## src/rtl/cpu_bus_pkg.sv

```systemverilog
// Shared bus definitions for cpu_mem_responder: FSM encoding, ROM bases, timeout.
// BANKING_EN selects C64-style ROM/IO banking; when undefined all accesses are flat RAM.
package cpu_bus_pkg;

  typedef enum logic [1:0] {
    IDLE     = 2'd0,
    MEM_WAIT = 2'd1,
    IO_WAIT  = 2'd2
  } state_e;

  localparam logic [16:0] BASIC_BASE    = 17'h10000;
  localparam logic [16:0] KERNAL_BASE   = 17'h12000;
  localparam logic [16:0] CHAR_BASE     = 17'h14000;
  localparam logic [7:0]  TIMEOUT_LIMIT = 8'd255;

`ifdef BANKING_EN
  localparam logic BANKING_ON = 1'b1;
`else
  localparam logic BANKING_ON = 1'b0;
`endif

endpackage

```

## src/rtl/bank_decode.sv

```systemverilog
// Combinational CPU address decode into the 17-bit backing-store space plus IO select.
// With BANKING_EN undefined the map is flat RAM and port bits are ignored.
module bank_decode
  import cpu_bus_pkg::*;
(
  input  logic [15:0] ab_i,
  input  logic        we_i,
  input  logic [2:0]  port_bits_i,
  output logic [16:0] addr_o,
  output logic        io_o
);

`ifdef BANKING_EN
  logic loram, hiram, charen;

  assign loram  = port_bits_i[0];
  assign hiram  = port_bits_i[1];
  assign charen = port_bits_i[2];

  // ROM windows only capture reads; writes fall through to the RAM underneath.
  always_comb begin
    addr_o = {1'b0, ab_i};
    io_o   = 1'b0;
    if (!we_i && loram && hiram && (ab_i[15:13] == 3'b101)) begin
      addr_o = BASIC_BASE + {4'd0, ab_i[12:0]};
    end else if (!we_i && hiram && (ab_i[15:13] == 3'b111)) begin
      addr_o = KERNAL_BASE + {4'd0, ab_i[12:0]};
    end else if ((ab_i[15:12] == 4'hD) && (loram || hiram)) begin
      if (charen) begin
        io_o = 1'b1;
      end else if (!we_i) begin
        addr_o = CHAR_BASE + {5'd0, ab_i[11:0]};
      end
    end
  end
`else
  logic unused_decode;

  assign unused_decode = ^{we_i, port_bits_i};
  assign addr_o        = {1'b0, ab_i};
  assign io_o          = 1'b0;
`endif

endmodule

```

## src/rtl/cpu_mem_responder.sv

```systemverilog
// Serves single CPU accesses from backing memory or IO with a stall/ready handshake.
// BANKING_EN enables ROM/IO banking via bank_decode; otherwise flat RAM, io_cs tied low.
module cpu_mem_responder
  import cpu_bus_pkg::*;
(
  input  logic        clk,
  input  logic        reset,
  input  logic        cpu_req,
  input  logic [15:0] ab,
  input  logic [7:0]  dout,
  input  logic        we,
  input  logic [2:0]  port_bits,
  output logic [7:0]  di,
  output logic        rdy,
  output logic        mem_req,
  output logic [16:0] mem_addr,
  output logic        mem_we,
  output logic [7:0]  mem_wdata,
  input  logic        mem_ack,
  input  logic [7:0]  mem_rdata,
  output logic        io_cs,
  input  logic [7:0]  io_rdata,
  output logic        err
);

  state_e      state_q, state_d;
  logic [16:0] addr_q, addr_d;
  logic [7:0]  wdata_q, wdata_d;
  logic        we_q, we_d;
  logic [7:0]  di_q, di_d;
  logic [7:0]  cnt_q, cnt_d;
  logic        err_q, err_d;

  logic [16:0] dec_addr;
  logic        dec_io;

  bank_decode u_bank_decode (
    .ab_i        (ab),
    .we_i        (we),
    .port_bits_i (port_bits),
    .addr_o      (dec_addr),
    .io_o        (dec_io)
  );

  always_ff @(posedge clk or posedge reset) begin
    if (reset) begin
      state_q <= IDLE;
      addr_q  <= '0;
      wdata_q <= '0;
      we_q    <= 1'b0;
      di_q    <= '0;
      cnt_q   <= '0;
      err_q   <= 1'b0;
    end else begin
      state_q <= state_d;
      addr_q  <= addr_d;
      wdata_q <= wdata_d;
      we_q    <= we_d;
      di_q    <= di_d;
      cnt_q   <= cnt_d;
      err_q   <= err_d;
    end
  end

  always_comb begin
    state_d = state_q;
    addr_d  = addr_q;
    wdata_d = wdata_q;
    we_d    = we_q;
    di_d    = di_q;
    cnt_d   = cnt_q;
    err_d   = err_q;
    rdy     = 1'b1;
    mem_req = 1'b0;
    io_cs   = 1'b0;
    unique case (state_q)
      IDLE: begin
        if (cpu_req) begin
          addr_d  = dec_addr;
          wdata_d = dout;
          we_d    = we;
          cnt_d   = 8'd1;
          state_d = dec_io ? IO_WAIT : MEM_WAIT;
        end
      end
      MEM_WAIT: begin
        rdy     = 1'b0;
        mem_req = 1'b1;
        // A late ack in the timeout cycle still completes normally.
        if (mem_ack) begin
          if (!we_q) di_d = mem_rdata;
          cnt_d   = '0;
          state_d = IDLE;
        end else if (cnt_q == TIMEOUT_LIMIT) begin
          if (!we_q) di_d = 8'hFF;
          err_d   = 1'b1;
          cnt_d   = '0;
          state_d = IDLE;
        end else begin
          cnt_d = cnt_q + 8'd1;
        end
      end
      IO_WAIT: begin
        rdy   = 1'b0;
        io_cs = BANKING_ON;
        if (!we_q) di_d = io_rdata;
        state_d = IDLE;
      end
      default: state_d = IDLE;
    endcase
  end

  assign mem_we    = (state_q == MEM_WAIT) && we_q;
  assign mem_addr  = addr_q;
  assign mem_wdata = wdata_q;
  assign di        = di_q;
  assign err       = err_q;

endmodule

```

## config.mk

```make
export PLATFORM = sky130hd
export DESIGN_NAME = cpu_mem_responder
export DESIGN_NICKNAME = d
export VERILOG_FILES = /design/src/rtl/cpu_bus_pkg.sv /design/src/rtl/bank_decode.sv /design/src/rtl/cpu_mem_responder.sv
export SDC_FILE = /design/constraint.sdc
export NUM_CORES = 1
export LEC_CHECK = 0
export BUFFER_PORTS_ARGS = -buffer_cell sky130_fd_sc_hd__buf_2
export CAP_MARGIN = 10
export CORE_AREA = 2 2 62 93
export DETAILED_ROUTE_END_ITERATION = 8
export DIE_AREA = 0 0 64 95
export GPL_TIMING_DRIVEN = 1
export HOLD_SLACK_MARGIN = 0.12
export PLACE_DENSITY = 0.67
export RECOVER_POWER = 100
export SYNTH_ARGS = -nofsm -noshare
export SYNTH_HDL_FRONTEND = slang
export SYNTH_SLANG_ARGS = --single-unit
```

## constraint.sdc

```tcl
create_clock -name clk -period 4.1 [get_ports clk]
set_input_delay 0.82 -clock clk [delete_from_list [all_inputs] [get_ports clk]]
set_output_delay 0.82 -clock clk [all_outputs]
set_load 0.02 [all_outputs]
```

==> results_dict.tcl <==
set metrics [dict create \
    synth_common_cells "dfrtp_1, mux2_2, nor2_1, o22a_1" \
    h-tree-depth 2 \
    synth_compound_area_share_pct 10.24 \
    drt_iter0_drc 59 \
    synth-edff-count 0 \
    root_buffer "clkbuf_8" \
    gp_congestion 0.7833 \
    die_x_um 64 \
    maxSlewViolCount 0 \
    ir_drop_v 0.0002914 \
    drive_gt1_share_pct 33.65 \
    antenna_found_initial 0 \
    whs_ps 481.8 \
    num_rows 33 \
    setup_viol_count_final 0 \
    ys_ff_latch 43 \
    clk_latency_ps 290 \
    area_growth_pct 23.77 \
    cts_hold_buf 0 \
    io_buffer_count 72 \
    synth_area_mm2 0.001784 \
    final_util_pct 41.46 \
    critical_path.max_stage_delay_ps 960 \
    cp.arrival_ps 2600 \
    crit_required_ps 4280 \
    grt_pass1_vias 1283 \
    die_h_um 95 \
    drtAntennaViolNets 0 \
    synth_simple_gate_area_share_pct 8.345 \
    ioPinCount 86 \
    synth.distinct_cells 33 \
    worstPathMaxFanout 25 \
    num_antenna_cells 0 \
    grt_usage_pct 12.37 \
    crit_family "buffers and inverters" \
    cap_viol_max_count 0 \
    clock_path_buffers 2 \
    ys_seq_area_share_pct 60.31 \
    vias_per_cell 4.687 \
    fmax_ghz 0.4129 \
    fin_crit_ps 2422 \
    cp_common_cell "clkbuf_1" \
    hpwlAfterDp_um 2746 \
    syn_inst 132 \
    crit_chain "clkbuf_1, nor2b_2, clkbuf_1, mux2_2" \
    async_flop_share_pct 100.0 \
    clock-sinks 43 \
    postCtsSetupRepairBufs 0 \
    num-nets-final 256 \
    tightest_slew_ps 1303 \
    endpoint_kind "flip-flop" \
    muxShareOfSynthArea_pct 15.78 \
    period_share_pct 59.08 \
    path_clk_slew_ps 80 \
    maxSlewHeadroom_pct 13.16 \
    finClkSkew_ps 3.177 \
    drc 0 \
    hp-start "err" \
    synth_most_common_cell "dfrtp_1" \
    reg2reg_from "state_q[0]" \
    cts_made_buffers 5 \
    routed_wl_um 3727 \
    core_area_mm2 0.005326 \
    path_buf_inv 2 \
    dieArea_mm2 0.006080 \
    fin_setup_tns_ps 0 \
    synth_flop_cell "dfrtp_1" \
    grt_pass1_wl_um 5892 \
    rsz0062_at_grt "no" \
    overflow 0 \
    synth_top_family_by_area "multiplexers" \
    yosys_warnings 0 \
    synth.area.top_cells "dfrtp_1, mux2_2, o22a_1, buf_4, nor2_1" \
    synthXorXnorAreaFrac_pct 0.9818 \
    status "completed" \
    grt_max_degree 27 \
    criticalPathCategory "primary input to flip-flop" \
    initial_core_util_pct 33.50 \
    hold_class "flip-flop to flip-flop" \
    critPathLaunchType "primary input" \
    leakagePower_nw 0.9542 \
    syn_area_per_cell_um2 13.52 \
    hold_viol 0 \
    cp_slowest_cell "clkbuf_1" \
    powerDensity_mw_per_mm2 553.0 \
    synthAdderAreaFrac_pct 0.7013 \
    cts_tree "done" \
    cts.repair.resized 0 \
    p_total_mw 1.221 \
    cp-startpoint "cpu_req" \
    detail_route.wl_per_cell_um 13.41 \
    yosysTopAreaCell "dfrtp_1" \
    num_vias 1303 \
    synth_top_area_share_pct 60.31 \
    drt_first_pass_iters 4 \
]
-- cells in the final DEF, fill, tap and decap left out --
cell type   instances
nand3_1             2
nand2b_1            1
and2_0              1
nand4_1             1
clkinvlp_4          1
xnor2_1             2
ha_1                1
nor3_1              3
dfrtp_1            43
inv_1               2
nand2_1             5
and3_1              1
nor2b_2             1
clkinv_2            1
mux2_2             25
a21o_1              1
clkbuf_8            5
o22a_1              8
buf_2              35
conb_1              2
a21oi_1             4
o22ai_1             1
a31o_2              1
a22o_1              1
clkbuf_1           40
a211oi_1            1
a211o_1             1
o21ai_0             5
nor2_1              8
and4_4              1
a41oi_1             1
nand3b_1            2
nor4_1              1
-- layout make-up --
cell class / instances / area [um2]
multi-input cells: 81 / 630.6
repair buffers: 74 / 321.6
clock buffers: 6 / 72.57
fillers: 545 / 3118
inverters: 2 / 7.507
clock inverters: 2 / 12.51
flip-flops and latches: 43 / 1076
well taps: 70 / 87.58
-- final timing paths --
kind,cells past startpoint,to,slack (ps)
max,4,mem_addr[7],1680
min,1,err,480
max reg2reg,3,mem_addr[7],1930
min reg2reg,1,err,480
max in group asynchronous,3,di[0],1960
min in group asynchronous,2,mem_wdata[7],740
-- metal layers --
metal / share of wire [%] / wire [um] / vias to the layer above / GRT usage [%]
li1: - / - / 621 / -
met1: 40 / 1495 / 621 / 14.56
met2: 51 / 1912 / 55 / 21.35
met3: 6.9 / 259 / 6 / 3.218
met4: 1.6 / 60 / 0 / 4.891
met5: 0 / 0 / - / 0
-- registers in the layout (all words and copies together) (netlist names) --
register,cells
we_q,1
di,8
mem_addr,16
err,1
mem_wdata,8
cnt_q,8
state_q,1
-- cells by family after synthesis --
kind of cell    count (synthesis)
flops                          43
simple gates                   27
mux                            25
compound gates                 24
buf+inv                         9
xor+xnor                        2
fa+ha+maj                       1
other cells                     1
-- power by group --
group	switching, mW	internal [mW]
registers	0.0608	0.528
logic	0.233	0.139
clock network	0.142	0.119
total	0.436	0.785
-- per-stage QoR --
step / cell area (um2) / std cells / setup slack, ps
2_1_floorplan: 1788 / 133 / 2277
3_3_place_gp: 2200 / 270 / 2168
3_5_place_dp: 2200 / 270 / 2161
4_1_cts: 2285 / 278 / 1974
5_1_grt: 2208 / 278 / 1492
6_report: 2208 / 278 / 1678
No activity file was read; power rests on OpenSTA's default activity.
